`src/rtl/phy_codec_arbiter_if.sv`:
```
// Channel-side and codec-side signals of the shared line-codec arbiter.
// The slave modport is the arbiter; the master modport is the PHY channels plus the codec.
interface phy_codec_arbiter_if #(
  parameter int NCH    = 4,
  parameter int DW_IN  = 8,
  parameter int DW_OUT = 10
);
  logic [NCH-1:0]        req_valid;
  logic [NCH*DW_IN-1:0]  req_data;
  logic [NCH-1:0]        req_kin;
  logic [NCH-1:0]        req_force;
  logic [NCH-1:0]        req_ready;
  logic [NCH-1:0]        ch_clr;
  logic [NCH-1:0]        rsp_valid;
  logic [NCH*DW_OUT-1:0] rsp_data;
  logic                  busy;
  logic                  cdc_ce;
  logic [DW_IN-1:0]      cdc_din;
  logic                  cdc_kin;
  logic                  cdc_force_code;
  logic                  cdc_disp_in;
  logic [DW_OUT-1:0]     cdc_dout;
  logic                  cdc_disp_out;

  modport slave (
    input  req_valid, req_data, req_kin, req_force, ch_clr, cdc_dout, cdc_disp_out,
    output req_ready, rsp_valid, rsp_data, busy,
           cdc_ce, cdc_din, cdc_kin, cdc_force_code, cdc_disp_in
  );
  modport master (
    output req_valid, req_data, req_kin, req_force, ch_clr, cdc_dout, cdc_disp_out,
    input  req_ready, rsp_valid, rsp_data, busy,
           cdc_ce, cdc_din, cdc_kin, cdc_force_code, cdc_disp_in
  );
endinterface

```
`src/rtl/phy_codec_arbiter.sv`:
```
// Shares one fixed-latency line codec among NCH PHY channels, round-robin.
// Each channel keeps its own running disparity and a one-entry holding register.
module phy_codec_arbiter_lane #(
  parameter int DW_IN  = 8,
  parameter int DW_OUT = 10
) (
  input  logic              clk_40mhz,
  input  logic              reset,
  input  logic              req_valid,
  input  logic [DW_IN-1:0]  req_data,
  input  logic              req_kin,
  input  logic              req_force,
  input  logic              ch_clr,
  input  logic              gnt,
  input  logic              ret,
  input  logic [DW_OUT-1:0] dout,
  input  logic              disp_out,
  output logic              pending,
  output logic              inflight,
  output logic              disp,
  output logic [DW_IN-1:0]  hdata,
  output logic              hkin,
  output logic              hforce,
  output logic              rsp_valid,
  output logic [DW_OUT-1:0] rsp_data
);
  logic kill;
  logic ok;

  // a clear landing on the return cycle discards that result too
  assign ok = ret & ~(kill | ch_clr);

  always_ff @(posedge clk_40mhz or posedge reset) begin
    if (reset) begin
      pending   <= 1'b0;
      inflight  <= 1'b0;
      kill      <= 1'b0;
      disp      <= 1'b0;
      hdata     <= '0;
      hkin      <= 1'b0;
      hforce    <= 1'b0;
      rsp_valid <= 1'b0;
      rsp_data  <= '0;
    end else begin
      rsp_valid <= ok;
      if (ok) rsp_data <= dout;

      if (ch_clr) pending <= 1'b0;
      else if (req_valid && !pending) begin
        pending <= 1'b1;
        hdata   <= req_data;
        hkin    <= req_kin;
        hforce  <= req_force;
      end else if (gnt) pending <= 1'b0;

      if (gnt) inflight <= 1'b1;
      else if (ret) inflight <= 1'b0;

      if (ret) kill <= 1'b0;
      else if (ch_clr && (inflight || gnt)) kill <= 1'b1;

      if (ch_clr) disp <= 1'b0;
      else if (ok) disp <= disp_out;
    end
  end
endmodule

module phy_codec_arbiter #(
  parameter int NCH    = 4,
  parameter int DW_IN  = 8,
  parameter int DW_OUT = 10,
  parameter int LAT    = 2
) (
  input logic              clk_40mhz,
  input logic              reset,
  phy_codec_arbiter_if.slave bus
);
  localparam int CW = $clog2(NCH);

  logic [NCH-1:0]             pending, inflight, disp, hkin, hforce, rsp_vld;
  logic [NCH-1:0]             eligible, gnt_oh, ret_oh;
  logic [NCH-1:0][DW_IN-1:0]  req_d, hdata;
  logic [NCH-1:0][DW_OUT-1:0] rsp_d;
  logic [CW-1:0]              rr, gnt_idx;
  logic                       gnt_vld;
  logic [LAT:1]               vld_pipe;
  logic [LAT:1][CW-1:0]       ch_pipe;

  assign req_d    = bus.req_data;
  assign eligible = pending & ~inflight;

  always_comb begin
    gnt_vld = 1'b0;
    gnt_idx = '0;
    for (int k = 0; k < NCH; k++) begin
      if (!gnt_vld && eligible[(int'(rr) + k) % NCH]) begin
        gnt_vld = 1'b1;
        gnt_idx = CW'((int'(rr) + k) % NCH);
      end
    end
  end

  always_comb begin
    gnt_oh = '0;
    ret_oh = '0;
    if (gnt_vld) gnt_oh[gnt_idx] = 1'b1;
    if (vld_pipe[LAT]) ret_oh[ch_pipe[LAT]] = 1'b1;
  end

  always_ff @(posedge clk_40mhz or posedge reset) begin
    if (reset) begin
      rr       <= '0;
      vld_pipe <= '0;
      ch_pipe  <= '0;
    end else begin
      if (gnt_vld) rr <= (gnt_idx == CW'(NCH - 1)) ? '0 : gnt_idx + CW'(1);
      vld_pipe[1] <= gnt_vld;
      ch_pipe[1]  <= gnt_idx;
      for (int s = 2; s <= LAT; s++) begin
        vld_pipe[s] <= vld_pipe[s-1];
        ch_pipe[s]  <= ch_pipe[s-1];
      end
    end
  end

  for (genvar i = 0; i < NCH; i++) begin : g_lane
    phy_codec_arbiter_lane #(.DW_IN(DW_IN), .DW_OUT(DW_OUT)) u_lane (
      .clk_40mhz (clk_40mhz),
      .reset     (reset),
      .req_valid (bus.req_valid[i]),
      .req_data  (req_d[i]),
      .req_kin   (bus.req_kin[i]),
      .req_force (bus.req_force[i]),
      .ch_clr    (bus.ch_clr[i]),
      .gnt       (gnt_oh[i]),
      .ret       (ret_oh[i]),
      .dout      (bus.cdc_dout),
      .disp_out  (bus.cdc_disp_out),
      .pending   (pending[i]),
      .inflight  (inflight[i]),
      .disp      (disp[i]),
      .hdata     (hdata[i]),
      .hkin      (hkin[i]),
      .hforce    (hforce[i]),
      .rsp_valid (rsp_vld[i]),
      .rsp_data  (rsp_d[i])
    );
  end

  assign bus.req_ready = ~pending;
  assign bus.rsp_valid = rsp_vld;
  assign bus.rsp_data  = rsp_d;
  assign bus.busy      = |(pending | inflight);

  always_comb begin
    bus.cdc_ce         = 1'b0;
    bus.cdc_din        = '0;
    bus.cdc_kin        = 1'b0;
    bus.cdc_force_code = 1'b0;
    bus.cdc_disp_in    = 1'b0;
    if (gnt_vld) begin
      bus.cdc_ce         = 1'b1;
      bus.cdc_din        = hdata[gnt_idx];
      bus.cdc_kin        = hkin[gnt_idx];
      bus.cdc_force_code = hforce[gnt_idx];
      bus.cdc_disp_in    = hforce[gnt_idx] ? 1'b0 : disp[gnt_idx];
    end
  end
endmodule

```
`src/flat_wrapper.sv`:
```
// flat-port wrapper written by rule: the top's interface ports become plain ports
module phy_codec_arbiter_flat 
#(
  parameter int NCH    = 4,
  parameter int DW_IN  = 8,
  parameter int DW_OUT = 10,
  parameter int LAT    = 2
)
  (clk_40mhz, reset, bus_req_valid, bus_req_data, bus_req_kin, bus_req_force, bus_ch_clr, bus_cdc_dout, bus_cdc_disp_out, bus_req_ready, bus_rsp_valid, bus_rsp_data, bus_busy, bus_cdc_ce, bus_cdc_din, bus_cdc_kin, bus_cdc_force_code, bus_cdc_disp_in);
  phy_codec_arbiter_if #(.NCH(NCH), .DW_IN(DW_IN), .DW_OUT(DW_OUT)) bus_i ();
  input logic clk_40mhz;
  input logic reset;
  input wire logic [$bits(bus_i.req_valid)-1:0] bus_req_valid;
  input wire logic [$bits(bus_i.req_data)-1:0] bus_req_data;
  input wire logic [$bits(bus_i.req_kin)-1:0] bus_req_kin;
  input wire logic [$bits(bus_i.req_force)-1:0] bus_req_force;
  input wire logic [$bits(bus_i.ch_clr)-1:0] bus_ch_clr;
  input wire logic [$bits(bus_i.cdc_dout)-1:0] bus_cdc_dout;
  input wire logic [$bits(bus_i.cdc_disp_out)-1:0] bus_cdc_disp_out;
  output wire logic [$bits(bus_i.req_ready)-1:0] bus_req_ready;
  output wire logic [$bits(bus_i.rsp_valid)-1:0] bus_rsp_valid;
  output wire logic [$bits(bus_i.rsp_data)-1:0] bus_rsp_data;
  output wire logic [$bits(bus_i.busy)-1:0] bus_busy;
  output wire logic [$bits(bus_i.cdc_ce)-1:0] bus_cdc_ce;
  output wire logic [$bits(bus_i.cdc_din)-1:0] bus_cdc_din;
  output wire logic [$bits(bus_i.cdc_kin)-1:0] bus_cdc_kin;
  output wire logic [$bits(bus_i.cdc_force_code)-1:0] bus_cdc_force_code;
  output wire logic [$bits(bus_i.cdc_disp_in)-1:0] bus_cdc_disp_in;
  assign bus_i.req_valid = bus_req_valid;
  assign bus_i.req_data = bus_req_data;
  assign bus_i.req_kin = bus_req_kin;
  assign bus_i.req_force = bus_req_force;
  assign bus_i.ch_clr = bus_ch_clr;
  assign bus_i.cdc_dout = bus_cdc_dout;
  assign bus_i.cdc_disp_out = bus_cdc_disp_out;
  assign bus_req_ready = bus_i.req_ready;
  assign bus_rsp_valid = bus_i.rsp_valid;
  assign bus_rsp_data = bus_i.rsp_data;
  assign bus_busy = bus_i.busy;
  assign bus_cdc_ce = bus_i.cdc_ce;
  assign bus_cdc_din = bus_i.cdc_din;
  assign bus_cdc_kin = bus_i.cdc_kin;
  assign bus_cdc_force_code = bus_i.cdc_force_code;
  assign bus_cdc_disp_in = bus_i.cdc_disp_in;
  phy_codec_arbiter #(.NCH(NCH), .DW_IN(DW_IN), .DW_OUT(DW_OUT), .LAT(LAT)) u_core (.clk_40mhz(clk_40mhz), .reset(reset), .bus(bus_i));
endmodule
```
`config.mk`:
```
export PLATFORM = sky130hd
export DESIGN_NAME = phy_codec_arbiter_flat
export DESIGN_NICKNAME = d
export VERILOG_FILES = /design/src/rtl/phy_codec_arbiter_if.sv /design/src/rtl/phy_codec_arbiter.sv /design/src/flat_wrapper.sv
export SDC_FILE = /design/constraint.sdc
export NUM_CORES = 1
export LEC_CHECK = 0
export ABC_AREA = 1
export BUFFER_PORTS_ARGS = -buffer_cell sky130_fd_sc_hd__buf_2
export CORE_ASPECT_RATIO = 0.5
export CORE_MARGIN = 2
export CORE_UTILIZATION = 50
export CTS_CLUSTER_DIAMETER = 50
export DETAILED_ROUTE_END_ITERATION = 16
export PLACE_DENSITY = 0.75
export SETUP_SLACK_MARGIN = 0.3
export SYNTH_ARGS = -nofsm -noshare
export SYNTH_HDL_FRONTEND = slang
export SYNTH_SLANG_ARGS = --single-unit
```
`constraint.sdc`:
```
create_clock -name clk_40mhz -period 7.41 [get_ports clk_40mhz]
set_input_delay 0.741 -clock clk_40mhz [delete_from_list [all_inputs] [get_ports clk_40mhz]]
set_output_delay 0.741 -clock clk_40mhz [all_outputs]
set_load 0.01 [all_outputs]
```
After elaboration in Yosys (flattened, before gate mapping)
Index checks and enable logic that the tools add are counted.
{"block": "totals", "regBits": 108, "output_inout_bits": 61, "word_cells": 200}
{"block": "classes", "n_addsub": 4, "order_cmp": 8, "n_eq_ne": 1, "n_mux": 76, "bitwise": 23, "reduce_logical": 48}
{"operator": "2-to-1 mux 1 bit", "count": 57}
{"operator": "nonzero test 2 bit", "count": 12}
{"operator": "binary-select mux 8 bit (select 2 bit)", "count": 1}
{"operator": "2-to-1 mux 8 bit", "count": 2}
{"operator": "binary-select mux 1 bit (select 2 bit)", "count": 7}
{"operator": "logical AND 1 bit", "count": 13}
{"operator": "less-than comparator 3 x 4 -> 1 bit (second input constant)", "count": 3}
{"operator": "nonzero test 3 bit", "count": 4}
{"operator": "2-to-1 mux 2 bit", "count": 5}
{"operator": "less-than comparator 2 x 3 -> 1 bit (second input constant)", "count": 3}
{"operator": "2-to-1 mux 4 bit", "count": 2}
{"operator": "NOT 1 bit", "count": 8}
{"operator": "NOT 4 bit", "count": 2}
{"operator": "AND reduction 2 bit", "count": 4}
{"operator": "logical NOT 1 bit", "count": 7}
{"operator": "OR reduction 2 bit", "count": 3}
{"operator": "adder 2 x 1 -> 2 bit (second input constant)", "count": 2}
{"operator": "adder 2 bit (second input constant)", "count": 2}
{"operator": "bitwise AND 1 bit", "count": 4}
{"operator": "bitwise AND 4 bit", "count": 1}
{"operator": "demux 1 bit (select 2 bit)", "count": 2}
{"operator": ">= comparator 2 x 1 -> 1 bit (second input constant)", "count": 2}
{"operator": "logical OR 1 bit", "count": 4}
{"operator": "bitwise OR 1 bit", "count": 4}
{"operator": "other kinds (4)", "count": 6}

Logic depth before layout (Yosys ltp)
Gate-level depths: netlist of the first run.
{"block": "logic_depth", "depth_word": 23, "ltp_mapped": 15, "depth_no_buf": 14}

Cells and area by module
Synthesis of the first run repeated with hierarchy kept, for this count alone.
{"block": "unflattened", "cells_unflattened": 674, "hier_area_um2": 5514.0}
{"mod": "phy_codec_arbiter_lane", "instances": 4, "cells_per_inst": 113, "area_each_um2": 1031.0}
{"mod": "phy_codec_arbiter", "instances": 1, "cells_per_inst": 222, "area_each_um2": 1390.1}

Least setup slack after synthesis of the first run
No wires, ideal clock.
{"block": "synth_timing", "path_type": "reg-to-output", "startpoint": "register u_core.rr[0]", "endpoint": "output bus_cdc_din[6]", "t_arrival_ns": 1.685, "path_slack_ns": 4.984, "stages_incl_launch_ff": 14, "cell_sequence": "dfrtp_1 > buf_6 > inv_4 > nand3_1 > nand2_1 > nand2_1 > nand2_1 > nand4_1 > nand2_2 > nand2_4 > buf_6 > o21ai_0 > nand2_1 > a21oi_1"}
{"block": "synth_via", "elab_chain_cells": 15}
{"element": "from (decl)", "line_no": "phy_codec_arbiter.sv:84", "rtl": "logic [CW-1:0] rr, gnt_idx;"}
{"element": "from (signal assigned)", "line_no": "phy_codec_arbiter.sv:116", "rtl": "if (gnt_vld) rr <= (gnt_idx == CW'(NCH - 1)) ? '0 : gnt_idx + CW'(1);"}
{"element": "adder 2 x 1 -> 2 bit / binary-select mux 1 bit (select 2 bit) (equally long branches)", "line_no": "phy_codec_arbiter.sv:96, phy_codec_arbiter.sv:98"}
{"element": "binary-select mux 1 bit (select 2 bit) / 2-to-1 mux 1 bit (equally long branches)", "line_no": "phy_codec_arbiter.sv:96", "rtl": "if (!gnt_vld && eligible[(int'(rr) + k) % NCH]) begin"}
{"element": "2-to-1 mux 1 bit (not written as such)", "line_no": "phy_codec_arbiter.sv:96"}
{"element": "2-to-1 mux 1 bit (not written as such) / logical NOT 1 bit (equally long branches)", "line_no": "phy_codec_arbiter.sv:96"}
{"element": "logical AND 1 bit", "line_no": "phy_codec_arbiter.sv:96"}
{"element": "2-to-1 mux 1 bit", "line_no": "phy_codec_arbiter.sv:96"}
{"element": "logical NOT 1 bit", "line_no": "phy_codec_arbiter.sv:96"}
{"element": "logical AND 1 bit", "line_no": "phy_codec_arbiter.sv:96"}
{"element": "2-to-1 mux 1 bit", "line_no": "phy_codec_arbiter.sv:96"}
{"element": "logical NOT 1 bit", "line_no": "phy_codec_arbiter.sv:96"}
{"element": "logical AND 1 bit", "line_no": "phy_codec_arbiter.sv:96"}
{"element": "2-to-1 mux 2 bit", "line_no": "phy_codec_arbiter.sv:96"}
{"element": "binary-select mux 8 bit (select 2 bit)", "line_no": "phy_codec_arbiter.sv:163", "rtl": "bus.cdc_din = hdata[gnt_idx];"}
{"element": "2-to-1 mux 8 bit (not written as such)", "line_no": "phy_codec_arbiter.sv:163"}
{"element": "2-to-1 mux 8 bit (*)", "line_no": "phy_codec_arbiter.sv:161", "rtl": "if (gnt_vld) begin"}
{"element": "to (decl)", "line_no": "flat_wrapper.sv:25", "rtl": "output wire logic [$bits(bus_i.cdc_din)-1:0] bus_cdc_din;"}
Mark *: on every way between the ends. The rest lies on a longest branch, timed or not. The select of a mux whose other input is x is not followed.

Worst setup path in the final report of the first run
{"block": "layout_timing", "startpoint": "register u_core.rr[0]", "endpoint": "output bus_cdc_disp_in"}
{"block": "layout_via", "elab_chain_cells": 16}
{"element": "adder 2 x 1 -> 2 bit / binary-select mux 1 bit (select 2 bit) (equally long branches)", "line_no": "phy_codec_arbiter.sv:96, phy_codec_arbiter.sv:98"}
{"element": "binary-select mux 1 bit (select 2 bit) / 2-to-1 mux 1 bit (equally long branches)", "line_no": "phy_codec_arbiter.sv:96"}
{"element": "2-to-1 mux 1 bit (not written as such)", "line_no": "phy_codec_arbiter.sv:96"}
{"element": "2-to-1 mux 1 bit (not written as such) / logical NOT 1 bit (equally long branches)", "line_no": "phy_codec_arbiter.sv:96"}
{"element": "logical AND 1 bit", "line_no": "phy_codec_arbiter.sv:96"}
{"element": "2-to-1 mux 1 bit", "line_no": "phy_codec_arbiter.sv:96"}
{"element": "logical NOT 1 bit", "line_no": "phy_codec_arbiter.sv:96"}
{"element": "logical AND 1 bit", "line_no": "phy_codec_arbiter.sv:96"}
{"element": "2-to-1 mux 1 bit", "line_no": "phy_codec_arbiter.sv:96"}
{"element": "logical NOT 1 bit", "line_no": "phy_codec_arbiter.sv:96"}
{"element": "logical AND 1 bit", "line_no": "phy_codec_arbiter.sv:96"}
{"element": "2-to-1 mux 2 bit", "line_no": "phy_codec_arbiter.sv:96"}
{"element": "binary-select mux 1 bit (select 2 bit)", "line_no": "phy_codec_arbiter.sv:166", "rtl": "bus.cdc_disp_in = hforce[gnt_idx] ? 1'b0 : disp[gnt_idx];"}
{"element": "2-to-1 mux 1 bit (not written as such)", "line_no": "phy_codec_arbiter.sv:166"}
{"element": "2-to-1 mux 1 bit", "line_no": "phy_codec_arbiter.sv:166"}
{"element": "2-to-1 mux 1 bit (*)", "line_no": "phy_codec_arbiter.sv:161"}
{"element": "to (decl)", "line_no": "flat_wrapper.sv:28", "rtl": "output wire logic [$bits(bus_i.cdc_disp_in)-1:0] bus_cdc_disp_in;"}
Marks and branches as above.

==> results of run 1 <==
==> report_power, final <==
group,leakage (nW),internal [W],switching [W]
Clock,0.156,0.000278,0.000232
Combinational,1.59,0.000426,0.000744
Sequential,1.33,0.000808,0.000128
Total,3.07,0.00151,0.00110
==> worst max path at each step <==
| stage | to | slack (ns) | cells after the start |
|---|---|---|---|
| 2_1_floorplan | u_core.ch_pipe[0]$_DFF_PP0_ | 3.82 | 1 |
| 3_3_place_gp | bus_cdc_disp_in | 4.50 | 13 |
| 3_5_place_dp | bus_cdc_disp_in | 4.40 | 14 |
| 4_1_cts | bus_cdc_disp_in | 3.97 | 14 |
| 5_1_grt | bus_cdc_disp_in | 3.73 | 14 |
| 6_report | bus_cdc_disp_in | 3.99 | 14 |
==> metrics by stage <==
| step | utilization, % | total power, W | std cells | worst slack, ns | cell area (µm²) |
|---|---|---|---|---|---|
| after floorplan | - | 0.00177 | 516 | 3.82 | 4750 |
| after global placement | 57.5 | 0.00207 | 736 | 4.50 | 5380 |
| after CTS | 60.9 | 0.00263 | 752 | 3.97 | 5690 |
| after detailed placement | 57.5 | 0.00210 | 736 | 4.40 | 5380 |
| final | 60.9 | 0.00262 | 752 | 3.99 | 5690 |
| after global routing | 60.9 | 0.00281 | 752 | 3.73 | 5690 |
==> flip-flops by register name, indices dropped and copies added (netlist names), 4 cells and up <==
signal	cells
u_core.g_lane.u_lane.hforce	4
u_core.g_lane.u_lane.hdata	32
u_core.g_lane.u_lane.rsp_data	40
u_core.g_lane.u_lane.rsp_valid	4
u_core.g_lane.u_lane.disp	4
u_core.g_lane.u_lane.hkin	4
u_core.g_lane.u_lane.inflight	4
u_core.ch_pipe	4
u_core.g_lane.u_lane.kill	4
u_core.g_lane.u_lane.pending	4
==> layer usage <==
layer	vias to the layer above	global-route usage [%]	share of wire, %
li1	1883	-	-
met1	1791	30.4	47
met2	133	35.3	45
met3	16	7.41	7.7
met4	0	7.44	1.1
met5	-	0	0
==> worst max-delay path, cell delays in order (launching register included) <==
cell	delay, ns
dfrtp_1	0.51
inv_4	0.15
nand3_1	0.13
nand2_1	0.11
nand2_1	0.05
nand2_1	0.11
nand4_1	0.11
nand2_2	0.12
nand2_4	0.23
nor2_1	0.33
nand2_1	0.09
nand2_1	0.08
nor2_1	0.05
nor2_1	0.11
buf_2	0.14
==> cell families (layout without fill, tap and decap cells) <==
group	count (synthesis)	count (layout)	synth area share [%]
flops	108	108	56.8
compound gates	88	88	9.76
simple gates	215	215	19.3
buf+inv	77	192	7.42
mux	28	28	6.63
==> cell type report <==
class	count	area, µm²
Fill cell	832	3660
Sequential cell	108	2700
Clock inverter	6	76.3
Multi-Input combinational cell	331	1700
Timing Repair Buffer	123	621
Tap cell	121	151
Clock buffer	10	239
Inverter	53	204
==> layout by cell type (no fill, tap or decap), types with 2 or more instances in the layout <==
| master | n |
|---|---|
| a21oi_1 | 23 |
| inv_4 | 2 |
| clkbuf_16 | 9 |
| o21ai_1 | 8 |
| a21oi_2 | 5 |
| buf_2 | 121 |
| dfrtp_1 | 108 |
| nand2_1 | 143 |
| inv_6 | 3 |
| buf_4 | 2 |
| inv_2 | 3 |
| nor3_1 | 6 |
| mux2_2 | 28 |
| inv_1 | 48 |
| o21ai_0 | 50 |
| nor4_1 | 2 |
| nand4_1 | 2 |
| nand3_2 | 6 |
| nand3_1 | 27 |
| nor2_1 | 22 |
| nand2_2 | 5 |
==> impl_metrics.yaml, run 1 <==
worst_setup_path:
  crit_arrival_ns: 2.68
  critical_path_class: "flip-flop to output port"
  startpoint: "u_core.rr[0]$_DFFE_PP0P_"
  crit_path_end_kind: "output port"
  start_kind: "flip-flop"
  reg2reg_slack_ns: 5.20
  required_ns: 6.67
  rr_startpoint: "u_core.rr[0]$_DFFE_PP0P_"
  path_max_fanout: 36
  reg2reg_to: "u_core.g_lane[3].u_lane.kill$_DFFE_PP0P_"
  reg2regPathDepth: 13
drt:
  drt_iter0_markers: 239
  firstDrtPassIters: 5
  vias_per_cell: 5.08
  drc: 0
  wl_per_cell_um: 14.8
  postRouteAntennaNets: 0
  vias: 3823
  wl_mm: 11.2
cts:
  clockBufferDepth: 2
  cts_max_level: 3
  insertion_delay_ns: 0.36
  cts_resized: 0
  clock_sinks: 108
  post-cts-setup-buffer-count: 0
  cts.clk_slew.worst_paths_ns: 0.07
  cts-buffers-inserted: 9
  cts_root_buf: "clkbuf_16"
  ctsHoldBuffers: 0
  cts_tree: "built"
synthesis:
  synth-seq-cells: 108
  ys.warnings.count: 0
  syn_area_um2: 4750
  synth_nets: 577
  yosysMostFrequentCell: "nand2_1"
  yosysUniqueCellTypes: 26
  syn_area_per_cell_um2: 9.21
  synth_top_area_share_pct: 56.8
  async_flop_share_pct: 100
  synth_ff_type: "dfrtp_1"
  seq_area_frac_synth_pct: 56.8
  yosysTopAreaCell: "dfrtp_1"
  synthTopCellsByCount: "143 x nand2_1, 108 x dfrtp_1, 50 x o21ai_0"
  synth.area.top_cells: "dfrtp_1 57%, nand2_1 11%, mux2_2 6.6%"
  synthCells: 516
  synth_edf_count: 0
status:
  status: "complete, no violations"
run:
  max_cap_viol_count: 0
sta:
  tns_ns: 0
  max_freq_ghz: 0.292
  maxSlewHeadroom_pct: 28.4
  hold_viol: 0
  finClkSkew_ns: 0.00875
  hold_ws_ns: 0.330
  period_minus_slack_ns: 3.42
  setup_viol_count_final: 0
  rsz0062_at_grt: "no"
  slew_violations: 0
  finalCritPeriodShare_pct: 46.2
  worst_pin_slew_ns: 1.07
global_routing:
  grt_use_total_pct: 22.6
  grt_pass1_wl_mm: 17.9
  grt_pass1_vias: 3676
  antenna_found_initial: 0
  grt_start_max_net_pins: 87
  grt_overflow: 0
floorplan:
  start_util_pct: 50.8
  ios: 122
  die_x_um: 142
  die_h_um: 73.0
  dieArea_um2: 10400
  core-area_um2: 9350
  rows: 25
finish:
  final_nets: 687
  area.growth.synth_to_final_pct: 19.7
  n_antenna_cell: 0
  drive_above_1_share_pct: 30.0
power_and_ir_drop:
  ir_worst_vdd_mv: 0.208
  p_leak_nw: 3.07
  p_per_area_nw_per_um2: 460
placed_design:
  dp_hpwl_mm: 7.93
  port_buffers: 121
  place_congestion: 0.875
worst_hold_path:
  min_path_type: "primary input to async pin"
Power figures use the tool's default switching activity.
==> run 2: changes to the inputs <==
CORE_UTILIZATION = 48   (was 50)
clock period = 2.9 ns   (was 7.41 ns; I/O delays follow)
==> run 2 against run 1 <==
Die area up 4.0%. Non-clock buffer count up 27. Clock skew increased by 0.0027 ns. First-iteration DRC count increased by 53%. Register-to-register slack got worse by 4.6 ns. Setup slack got worse by 3.9 ns. Global-route usage up 1.8 points.
==> impl_metrics.yaml, run 2 (synthesis gave the netlist of run 1 again) <==
status:
  status: "complete, no violations"
floorplan:
  dieArea_um2: 10800
  die_x_um: 145
  core-area_um2: 9540
  start_util_pct: 49.8
  ios: 122
  die_h_um: 74.4
  rows: 25
drt:
  wl_per_cell_um: 16.7
  vias_per_cell: 5.32
  wl_mm: 13.3
  drc: 0
  vias: 4242
  postRouteAntennaNets: 0
  drt_iter0_markers: 366
  firstDrtPassIters: 5
finish:
  n_antenna_cell: 0
  area.growth.synth_to_final_pct: 33.8
  register_area_um2: 2710
  drive_above_1_share_pct: 40.6
  num-fill-cells: 729
  utilization_pct: 66.7
  final_cells: 798
  final_nets: 719
  layout_common_cells: "122 x nand2_1, 121 x buf_2, 104 x dfrtp_1"
  multi_input_area_um2: 2030
  regMostFlops: "u_core.g_lane.u_lane.rsp_data"
  layout_commonest_cell: "nand2_1"
  largest_register_ff_count: 40
  top_regs: "u_core.g_lane.u_lane.rsp_data: 40 flops, u_core.g_lane.u_lane.hdata: 32 flops"
run:
  max_cap_viol_count: 0
placed_design:
  post-place-ws_ns: 0.363
  port_buffers: 121
  dp_hpwl_mm: 8.05
  post-place-cells: 752
  place_congestion: 0.924
cts:
  cts-buffers-inserted: 9
  insertion_delay_ns: 0.35
  cts_root_buf: "clkbuf_16"
  cts.clk_slew.worst_paths_ns: 0.08
  clock_sinks: 108
  clockBufferDepth: 2
  cts_max_level: 3
  cts_tree: "built"
worst_setup_path:
  critPathSlowestCell: "dfrtp_2"
  crit_path_end_kind: "output port"
  start_kind: "flip-flop"
  crit_arrival_ns: 2.57
  path_max_fanout: 10
  critPathMaxStageDelay_ns: 0.47
  critical_path_class: "flip-flop to output port"
  required_ns: 2.61
  path_cells: "buf_4, nand3_2, nand2_2, nand2_1, nand2_2, nand3_2, nand3_4, buf_12, nand2_8, o21ai_1, nand2_1, a21oi_2, buf_2"
power_and_ir_drop:
  p_per_area_nw_per_um2: 1280
  p_sw_w: 0.00360
  ir_worst_vdd_mv: 0.510
  p_leak_nw: 3.29
  clkPwrFrac_pct: 16.3
  p_seq_share_pct: 29.9
  power.share.combinational_pct: 53.8
  p_sw_share_pct: 44.2
  internal-power_w: 0.00453
sta:
  slew_violations: 0
  max_freq_ghz: 0.350
  rsz0062_at_grt: "yes"
  finalCritPeriodShare_pct: 98.5
  finClkSkew_ns: 0.0115
  maxSlewHeadroom_pct: 48.8
  fin_ws_ns: 0.0431
  setup_viol_count_final: 0
  worst_pin_slew_ns: 0.766
  tns_ns: 0
  hold_viol: 0
  period_minus_slack_ns: 2.86
global_routing:
  grt_overflow: 0
  grt_use_total_pct: 24.4
  antenna_found_initial: 0
  grt_pass1_vias: 4001
  grt_start_max_net_pins: 75
  grt_pass1_wl_mm: 20.0
worst_hold_path:
  min_path_type: "primary input to async pin"
==> run 2: changes by cell type in the layout (fill, tap and decap cells not counted), moves of 4 or more <==
cell	previous run	this run
buf_4	2	19
a21oi_2	5	9
nand2_2	5	19
nand3_1	27	16
a21oi_1	23	18
nand2_1	143	122
buf_6	0	5
dfrtp_2	0	4
dfrtp_1	108	104
buf_12	0	4
inv_1	48	44
nand3_4	0	10
nand2_4	1	9
==> run 2: layout make-up <==
class                           count  area share, %
Timing Repair Buffer              150           14.1
Sequential cell                   108           42.6
Clock buffer                        9           3.54
Tap cell                          135           2.66
Inverter                           53           3.38
Timing Repair inverter              1          0.177
Clock inverter                      7           1.61
Multi-Input combinational cell    335           31.9
==> run 2: worst max-delay path: cells and delay by family (launching register included) <==
| family | cells | cell delay (ns) |
|---|---|---|
| flops | 1 | 0.47 |
| compound gates | 2 | 0.41 |
| buf+inv | 3 | 0.42 |
| simple gates | 8 | 0.91 |
==> run 2: path summary, 6_finish.rpt <==
kind / startpoint / endpoint / slack (ns) / cells past startpoint
max in group asynchronous: reset / u_core.g_lane[2].u_lane.rsp_data[4]$_DFFE_PP0P_ / 2.50 / 3
worst max-delay path: u_core.rr[0]$_DFFE_PP0P_ / bus_cdc_din[0] / 0.04 / 13
worst min register to register: u_core.vld_pipe[1]$_DFF_PP0_ / u_core.vld_pipe[2]$_DFF_PP0_ / 0.35 / 0
min in group clk_40mhz: bus_ch_clr[0] / u_core.g_lane[0].u_lane.rsp_valid$_DFF_PP0_ / 0.13 / 2
worst max register to register: u_core.rr[0]$_DFFE_PP0P_ / u_core.g_lane[2].u_lane.kill$_DFFE_PP0P_ / 0.60 / 15
worst min-delay path: reset / u_core.g_lane[3].u_lane.rsp_data[8]$_DFFE_PP0P_ / 0.07 / 3
==> run 2: timing repair <==
item                                   in CTS  in global routing
pin swaps                                  19                 23
setup buffers                              14                 11
endpoints found under the hold margin       0                  0
resized for setup                          50                 36
hold buffers                                0                  0
setup endpoints to repair                  11                 12
cloned                                      4                  1
==> run 2: metrics by stage <==
step | area (µm²) | power [W] | hold WS (ns)
floorplan | 4760 | 0.00452 | 0.331
global placement | 5420 | 0.00531 | 0.333
detailed placement | 5420 | 0.00538 | 0.335
CTS | 6120 | 0.00755 | 0.0753
global route | 6360 | 0.00862 | 0.110
finish | 6360 | 0.00813 | 0.0678
==> run 2: power by group through the flow <==
| stage | Clock, W | Sequential [W] | Combinational (W) |
|---|---|---|---|
| 2_1_floorplan | 0 | 0.00244 | 0.00208 |
| 3_3_place_gp | 0 | 0.00241 | 0.00290 |
| 3_5_place_dp | 0 | 0.00241 | 0.00297 |
| 4_1_cts | 0.00135 | 0.00241 | 0.00379 |
| 5_1_grt | 0.00140 | 0.00248 | 0.00473 |
| 6_report | 0.00132 | 0.00244 | 0.00438 |
==> run 2: metal layers <==
| metal | vias to the layer above | track usage (%) | part of all wire [%] |
|---|---|---|---|
| li1 | 1956 | - | - |
| met1 | 2018 | 32.2 | 41 |
| met2 | 210 | 37.3 | 46 |
| met3 | 58 | 8.56 | 9.1 |
| met4 | 0 | 10.7 | 3.6 |
| met5 | - | 0 | 0 |
